**config.mk**
```make
export PLATFORM = sky130hd
export DESIGN_NAME = uart_tx_sched
export DESIGN_NICKNAME = d
export VERILOG_FILES = /design/src/rtl/uart_pkg.sv /design/src/rtl/rr_arb.sv /design/src/rtl/uart_tx_sched.sv
export SDC_FILE = /design/constraint.sdc
export NUM_CORES = 1
export LEC_CHECK = 0
export BUFFER_PORTS_ARGS = -buffer_cell sky130_fd_sc_hd__buf_2
export CAP_MARGIN = 20
export CORE_MARGIN = 2
export CORE_UTILIZATION = 34
export CTS_CLUSTER_DIAMETER = 80
export DETAILED_ROUTE_END_ITERATION = 6
export PLACE_DENSITY_LB_ADDON = 0.12
export SLEW_MARGIN = 0
export SYNTH_ARGS = -nofsm -noshare
export SYNTH_HDL_FRONTEND = slang
export SYNTH_SLANG_ARGS = --single-unit
```
**constraint.sdc**
```tcl
create_clock -name clk -period 3.1 [get_ports clk]
set_clock_uncertainty 0.2 [all_clocks]
set_input_delay 0.93 -clock clk [delete_from_list [all_inputs] [get_ports clk]]
set_output_delay 0.93 -clock clk [all_outputs]
set_load 0.02 [all_outputs]
```
**src/rtl/uart_pkg.sv**
```systemverilog
// Shared UART definitions: transmitter FSM encoding and the baud constants
// that the baud clock generator and the transmit scheduler agree on.
package uart_pkg;

  typedef enum logic [2:0] {
    ST_IDLE,
    ST_START,
    ST_DATA,
    ST_PARITY,
    ST_STOP
  } tx_state_e;

  localparam int unsigned CLK_HZ     = 50_000_000;
  localparam int unsigned BAUD_HZ    = 115_200;
  localparam int unsigned OVERSAMPLE = 16;
  localparam int unsigned BAUD_DIV   = CLK_HZ / BAUD_HZ;

endpackage

```
**src/rtl/rr_arb.sv**
```systemverilog
// Combinational round-robin arbiter: searches upward from last_gnt+1 with
// wrap-around and reports the first requester found.
module rr_arb #(
  parameter  int unsigned NREQ = 4,
  localparam int unsigned IW   = $clog2(NREQ)
) (
  input  logic [NREQ-1:0] req,
  input  logic [IW-1:0]   last_gnt,
  output logic            valid,
  output logic [IW-1:0]   gnt
);

  logic [IW-1:0] idx;

  // NOTE: every output of a combinational block gets a default before any
  // branch; otherwise the unassigned paths infer latches.
  always_comb begin
    valid = 1'b0;
    gnt   = '0;
    idx   = '0;
    for (int unsigned k = 1; k <= NREQ; k++) begin
      idx = IW'((32'(last_gnt) + k) % NREQ);
      if (!valid && req[idx]) begin
        valid = 1'b1;
        gnt   = idx;
      end
    end
  end

endmodule

```
**src/rtl/uart_tx_sched.sv**
```systemverilog
// Multi-requester UART transmitter: round-robin grants a requester's byte on a
// baud tick and serializes start, data (LSB first), optional parity and stop.
module uart_tx_sched
  import uart_pkg::*;
#(
  parameter  int unsigned NREQ = 4,
  parameter  int unsigned DW   = 8,
  localparam int unsigned IW   = $clog2(NREQ),
  localparam int unsigned CW   = $clog2(DW)
) (
  input  logic               clk,
  input  logic               rst,
  input  logic               tick,
  input  logic [NREQ-1:0]    req,
  input  logic [NREQ*DW-1:0] data,
  input  logic               par_en,
  input  logic               par_odd,
  output logic [NREQ-1:0]    ack,
  output logic [IW-1:0]      gnt_id,
  output logic               busy,
  output logic               txd
);

  tx_state_e       state_q, state_d;
  logic [CW-1:0]   bit_cnt_q, bit_cnt_d;
  logic [IW-1:0]   last_gnt_q, last_gnt_d;
  logic [IW-1:0]   gnt_id_q, gnt_id_d;
  logic [NREQ-1:0] ack_q, ack_d;
  logic            busy_q, busy_d;
  logic            txd_q, txd_d;
  logic [DW-1:0]   shift_q, shift_d;
  logic            par_en_q, par_en_d;
  logic            par_bit_q, par_bit_d;

  logic            arb_valid;
  logic [IW-1:0]   arb_gnt;
  logic [DW-1:0]   gnt_byte;
  logic            grant_now;

  rr_arb #(.NREQ(NREQ)) u_arb (
    .req      (req),
    .last_gnt (last_gnt_q),
    .valid    (arb_valid),
    .gnt      (arb_gnt)
  );

  assign gnt_byte = data[32'(arb_gnt)*DW +: DW];

  // txd_d is the line level of the state being entered, so txd_q lines up
  // with state_q one cycle after each tick.
  always_comb begin
    state_d    = state_q;
    bit_cnt_d  = bit_cnt_q;
    last_gnt_d = last_gnt_q;
    gnt_id_d   = gnt_id_q;
    ack_d      = '0;
    busy_d     = busy_q;
    txd_d      = txd_q;
    shift_d    = shift_q;
    par_en_d   = par_en_q;
    par_bit_d  = par_bit_q;
    grant_now  = 1'b0;

    if (tick) begin
      unique case (state_q)
        ST_IDLE: grant_now = arb_valid;
        ST_START: begin
          state_d   = ST_DATA;
          bit_cnt_d = '0;
          txd_d     = shift_q[0];
          shift_d   = shift_q >> 1;
        end
        ST_DATA: begin
          if (bit_cnt_q == CW'(DW - 1)) begin
            state_d = par_en_q ? ST_PARITY : ST_STOP;
            txd_d   = par_en_q ? par_bit_q : 1'b1;
          end else begin
            bit_cnt_d = bit_cnt_q + 1'b1;
            txd_d     = shift_q[0];
            shift_d   = shift_q >> 1;
          end
        end
        ST_PARITY: begin
          state_d = ST_STOP;
          txd_d   = 1'b1;
        end
        ST_STOP: begin
          grant_now = arb_valid;
          state_d   = ST_IDLE;
          txd_d     = 1'b1;
          busy_d    = 1'b0;
        end
        default: state_d = ST_IDLE;
      endcase
    end

    // A grant from IDLE or at the end of STOP starts the next frame with no
    // idle bit in between.
    if (grant_now) begin
      state_d    = ST_START;
      txd_d      = 1'b0;
      busy_d     = 1'b1;
      gnt_id_d   = arb_gnt;
      last_gnt_d = arb_gnt;
      ack_d      = NREQ'(1) << arb_gnt;
      shift_d    = gnt_byte;
      par_en_d   = par_en;
      par_bit_d  = (^gnt_byte) ^ par_odd;
    end
  end

  // NOTE: the reset here is synchronous: rst is sampled on the clock edge and
  // takes priority over tick and req in the same cycle.
  always_ff @(posedge clk) begin
    if (rst) begin
      state_q    <= ST_IDLE;
      bit_cnt_q  <= '0;
      last_gnt_q <= IW'(NREQ - 1);
      gnt_id_q   <= '0;
      ack_q      <= '0;
      busy_q     <= 1'b0;
      txd_q      <= 1'b1;
    end else begin
      // NOTE: sequential state uses non-blocking assignments so every flop
      // samples the pre-edge values regardless of statement order.
      state_q    <= state_d;
      bit_cnt_q  <= bit_cnt_d;
      last_gnt_q <= last_gnt_d;
      gnt_id_q   <= gnt_id_d;
      ack_q      <= ack_d;
      busy_q     <= busy_d;
      txd_q      <= txd_d;
    end
  end

  // NOTE: the frame datapath is left unreset; it is always loaded at grant
  // before any state that reads it.
  always_ff @(posedge clk) begin
    shift_q   <= shift_d;
    par_en_q  <= par_en_d;
    par_bit_q <= par_bit_d;
  end

  assign ack    = ack_q;
  assign gnt_id = gnt_id_q;
  assign busy   = busy_q;
  assign txd    = txd_q;

endmodule
```
* After elaboration in Yosys (flattened, before gate mapping)
Cells that the tools add are included.
Word-level totals: RAM bits 0, input port bits 41, bits in latches 0, output and inout bits 8, register bits after elaboration 26, memories 0, memory bits (read-only) 0, logic and storage cells 95
Cells by class: shifts and indexed selects 2, mux-type cells 37, magnitude comparators 4, reduce and logical (&&, ||, !) cells 23, $add $sub $neg 5, multipliers 0, div/mod/pow operators 0, eq/ne operators 10, bitwise gates (word level) 3
Operators with widths (count):
- variable part select 32 x 6 -> 8 bit | 1
- two-way mux 8 bit | 3
- two-way mux 1 bit | 19
- case mux 8 bit (2 select lines) | 1
- less-than comparator 2 x 3 -> 1 bit (second input constant) | 4
- case mux 3 bit (4 select lines) | 1
- AND reduction 3 bit | 4
- two-way mux 3 bit | 3
- binary-select mux 1 bit (select 2 bit) | 4
- two-way mux 2 bit | 4
- OR reduction 2 bit | 4
- XOR reduction 8 bit | 1
- == test 3 x 2 -> 1 bit (second input constant) | 2
- == test 3 bit (second input constant) | 2
- inequality test 2 bit (second input constant) | 3
- inequality test 3 bit (second input constant) | 2
- case mux 3 bit (2 select lines) | 1
- nonzero test 2 bit | 3
- adder 2 x 1 -> 2 bit (second input constant) | 2
- adder 2 bit (second input constant) | 2
- AND reduction 2 bit | 2
- nonzero test 4 bit | 1
- left shift 1 x 2 -> 4 bit (first input constant) | 1
- adder 3 x 1 -> 3 bit (second input constant) | 1
- 8 further kinds | 13

* Longest topological paths before layout
word-level depth 17, depth in mapped cells 9, depth with buffers taken out 7

* By module
Synthesis repeated with hierarchy kept, for this count alone.
Second synthesis, totals: cell total of the unflattened synthesis 146, area total of the unflattened synthesis 1476.4 um^2
By module, submodules not included:
- uart_tx_sched | seq. area each 620.6 um^2, cells each 132, area an instance 1385.1 um^2, instances 1
- rr_arb | seq. area each 0.0 um^2, cells each 14, area an instance 91.3 um^2, instances 1

* Worst setup path after synthesis
OpenSTA, ideal clock, no wires.
path kind input-to-reg, from in req[0], to reg par_bit_q, data pin, cell stages on the path 8, data arrival time 2583 ps, setup time 258 ps, data required time 2642 ps, buffers on the path 1, path slack 59 ps, cells stage by stage or2_1 > a311oi_2 > buf_6 > mux2i_1 > mux2i_1 > xnor2_1 > xnor3_1 > xnor2_1
Between the ends: cells in the longest elaborated chain, start to end 15, elaborated cells between the ends (all ways) 24, classes of those cells 1 x shift; 15 x mux; 1 x bitwise; 7 x reduce/logical
Ends and longest elaborated chain:
- start: declaration | RTL line uart_tx_sched.sv:14 | input logic [NREQ-1:0] req,
- binary-select mux 1 bit (select 2 bit) | RTL line rr_arb.sv:23 | if (!valid && req[idx]) begin
- two-way mux 1 bit (not written as such) | RTL line rr_arb.sv:23
- two-way mux 1 bit | RTL line rr_arb.sv:23
- logical NOT 1 bit | RTL line rr_arb.sv:23
- logical AND 1 bit | RTL line rr_arb.sv:23
- two-way mux 1 bit | RTL line rr_arb.sv:23
- logical NOT 1 bit | RTL line rr_arb.sv:23
- logical AND 1 bit | RTL line rr_arb.sv:23
- two-way mux 1 bit | RTL line rr_arb.sv:23
- logical NOT 1 bit | RTL line rr_arb.sv:23
- logical AND 1 bit | RTL line rr_arb.sv:23
- two-way mux 2 bit * | RTL line rr_arb.sv:23
- variable part select 32 x 6 -> 8 bit * | RTL line uart_tx_sched.sv:47 | assign gnt_byte = data[32'(arb_gnt)*DW +: DW];
- XOR reduction 8 bit * | RTL line uart_tx_sched.sv:108 | par_bit_d = (^gnt_byte) ^ par_odd;
- bitwise XOR 1 bit * | RTL line uart_tx_sched.sv:108
- end signal: assignment | RTL line uart_tx_sched.sv:141 | par_bit_q <= par_bit_d;
- end: declaration | RTL line uart_tx_sched.sv:33 | logic par_bit_q, par_bit_d;
Mark *: on every way between the ends. The rest lies on a longest branch, timed or not. The select of a mux whose other input is x is not followed. A chain may end at the register's enable or synchronous reset.

* Worst setup path in the final report
from in req[1], to reg par_bit_q, data pin
Same word-level chain as after synthesis.

==> flow_summary.json <==
{
  "timing.critical_path.arrival_ps": 2790,
  "r2r_setup_slk_ps": 550,
  "layout-drive-gt1-share_pct": 36.65,
  "first_pass_grt_wire_length_um": 5561,
  "hold_buffers": 0,
  "cts_num_sinks": 26,
  "rsz0062_at_grt": "false",
  "ys_seq_elements": 26,
  "totalPowerFinal_mw": 1.065,
  "hold_path_startpoint": "bit_cnt_q[2]$_SDFFE_PP0P_",
  "post-cts-setup-buffer-count": 0,
  "cap_violations": 0,
  "cp-startpoint": "req[1]",
  "first_global_vias": 1320,
  "timing.critical_path.depth": 10,
  "postRouteAntennaNets": 0,
  "final_critical_path_setup_slack_ps": 147.0,
  "netlist_top_cells_count": "nand2_1, mux2i_1, dfxtp_1",
  "top_level_ports": 49,
  "timing.rr.start": "last_gnt_q[0]$_SDFFE_PP1P_",
  "setup_viol_count_final": 0,
  "grt_start_max_net_pins": 17,
  "antenna_cells_inserted": 0,
  "timing_worst_setup_path_type": "primary input to flip-flop",
  "power.clock.fraction_pct": 26.6,
  "pre_cts_ws_ps": -200.2,
  "antenna_violations_before_repair": 0,
  "synth.most_common_cell": "nand2_1",
  "switching_power_uw": 290.3,
  "remaining_drc_errors": 0,
  "sequential_to_total_area_share_from_yosys_stat_pct": 40.06,
  "synthDominantAreaCellType": "dfxtp_1",
  "path_delay_family": "XOR/XNOR gates",
  "hold_path_class": "flip-flop to flip-flop",
  "multi_input_area_um2": 858.3,
  "critical_path.endpoint": "par_bit_q$_DFFE_PP_",
  "switching_share_pct": 27.27,
  "worstSkewPairLatency_ps": 270,
  "netlist.area_leader.share_pct": 20.68,
  "regToRegEndpoint": "par_bit_q$_DFFE_PP_",
  "synth.yosys.warnings": 0,
  "synth_cell_types": 42,
  "max_stage_delay_on_crit_path_ps": 320,
  "timing.critical_path.to_type": "flip-flop",
  "startpoint_type": "primary input",
  "syn-mean-instance-area_um2": 9.621,
  "period_minus_slack_ps": 2953,
  "die_w_um": 71.50,
  "cts_root_buf": "clkbuf_8",
  "routed_via_density": 4.919,
  "ir_drop_mv": 0.1819,
  "layout.core_utilization_pct": 46.75,
  "row_count": 24,
  "critical_path.max_fanout": 12,
  "synth_area_leaders": "dfxtp_1, edfxtp_1, mux2i_1",
  "final-seq-area_um2": 620.6,
  "final.period_utilization_pct": 95.26,
  "htree_num_levels": 1,
  "share_seq_of_total_power_pct": 40.0,
  "hold-worst-slack_ps": 274.8,
  "routedWlPerCell_um": 12.06,
  "dominantRegCellSynth": "dfxtp_1",
  "floorplan.initialDensity_pct": 35.33,
  "hpwl_um": 2624,
  "core_area_um2": 4384,
  "critical_path_buf_inv_count": 3,
  "design.final.nets": 265,
  "worst_slew_pin_slew_ps": 503.6,
  "p_int_uw": 774.2,
  "post_cts_resized": 0,
  "cts_tree": "yes",
  "firstDrtPassIters": 3,
  "result_of_the_run": "complete, no violations",
  "synth_edf_count": 10,
  "vias_post_dr": 1343,
  "synth_cells": 161,
  "p_leak_nw": 0.9387,
  "die_h_um": 71.50,
  "gp_congestion": 0.7156,
  "async_s_r_ff_share_synth_pct": 0,
  "reg2regPathDepth": 9,
  "die_footprint_um2": 5112,
  "filler_instances": 423,
  "worstPathCellList": "buf_2, or2_4, a311oi_4, buf_12, buf_12, mux2i_1, mux2i_2, xnor2_1, xnor3_1, xnor2_1",
  "cp_slowest_cell": "a311oi_4",
  "cts_buffers": 3,
  "ctsLongestPathBuffers": 2,
  "detailedRoute.firstIterationViolations": 55,
  "post_synthesis_instance_area_um2": 1549,
  "area_growth_syn_to_layout_pct": 32.31,
  "cellPowerDensity_nw_per_um2": 519.4,
  "io_buffers": 48,
  "relative_slew_margins_pct": 66.07,
  "grtUsageTotal_pct": 13.54,
  "pwr-share-comb_pct": 33.4,
  "synth.net_count": 204,
  "achievable-frequency_ghz": 0.3386,
  "final-instance-count-excl-fill": 273,
  "grt.overflow.total": 0,
  "cp.required_ps": 2940,
  "numPlacedInstances": 269,
  "timing_max_transition_violations_final": 0,
  "routed_wl_um": 3292,
  "hold_viol": 0,
  "clk_transition_reported_paths_ps": 100
}
## worst register-to-register path, cell delays in order (launching register included)
cell,delay [ps]
dfxtp_1,350
nand2b_1,210
a311oi_4,370
buf_12,190
buf_12,130
mux2i_1,220
mux2i_2,110
xnor2_1,160
xnor3_1,240
xnor2_1,130
## stage by stage
| stage | setup TNS, ps | cell area (um^2) |
|---|---|---|
| final | 0 | 2049 |
| after global routing | 0 | 2049 |
| after CTS | 0 | 2041 |
| after detailed placement | -200.2 | 1969 |
| after global placement | -143.5 | 1969 |
| after floorplan | 0 | 1549 |
## flip-flops by register name, summed over array words and instances, names as in the netlist
signal      count
shift_q         8
ack             4
bit_cnt_q       3
state_q         3
gnt_id          2
last_gnt_q      2
busy            1
par_bit_q       1
par_en_q        1
txd             1
## worst min path at each step
stage                                           end  slack [ps]  cells past startpoint
after global routing         gnt_id[0]$_SDFFE_PP0P_         310                      2
after CTS                 bit_cnt_q[2]$_SDFFE_PP0P_         280                      2
after global placement    bit_cnt_q[1]$_SDFFE_PP0P_         250                      2
final                     bit_cnt_q[2]$_SDFFE_PP0P_         270                      2
after detailed placement  bit_cnt_q[2]$_SDFFE_PP0P_         260                      2
after floorplan           bit_cnt_q[1]$_SDFFE_PP0P_         240                      2
## cell type report
cell class	count	area share, %
Multi-Input combinational cell	120	41.88
Sequential cell	26	30.28
Timing Repair Buffer	65	20.09
Tap cell	52	3.175
Clock buffer	3	2.015
Clock inverter	1	1.465
Inverter	6	1.099
## kinds of logic after synthesis
kind of cell	after synthesis	synth area share (%)
AND/OR/NAND/NOR	61	18.74
XOR/XNOR	8	5.412
AO/OA/AOI/OAI	26	12.36
flip-flops	26	40.06
multiplexers	23	16.40
buffers and inverters	15	5.412
adder cells (fa/ha/maj)	2	1.615
## cell usage in the layout (no fill, tap or decap), types with 2 or more instances in the layout
cell and count:
buf_2 47, mux2i_2 3, edfxtp_1 10, mux2i_1 19
nor2b_1 3, buf_4 14, o21bai_1 2, a21oi_1 11
inv_1 4, buf_12 3, and2_1 2, nand3_1 2
inv_2 2, ha_1 2, clkbuf_8 3, o2111ai_1 2
dfxtp_1 16, nor4_1 2, nor4b_1 2, nor3_1 3
o21ai_0 3, nor2_1 12, nand2_1 28, xnor2_1 6
nand2b_1 2
## power groups by stage
stage          registers [mW]  logic, mW  clock network (mW)
6_report                0.425      0.356               0.283
5_1_grt                 0.430      0.394               0.304
4_1_cts                 0.425      0.361               0.292
3_5_place_dp            0.433      0.359                   0
3_3_place_gp            0.432      0.352                   0
2_1_floorplan           0.436      0.235                   0
## routing by layer
layer,vias to the layer above,track usage (%),routed length (um)
met5,-,0,0
met3,2,1.828,138
met4,0,6.499,39
met2,38,22.74,1630
met1,614,17.17,1484
li1,689,-,-
Note: power is estimated with default switching activity, not from simulation.
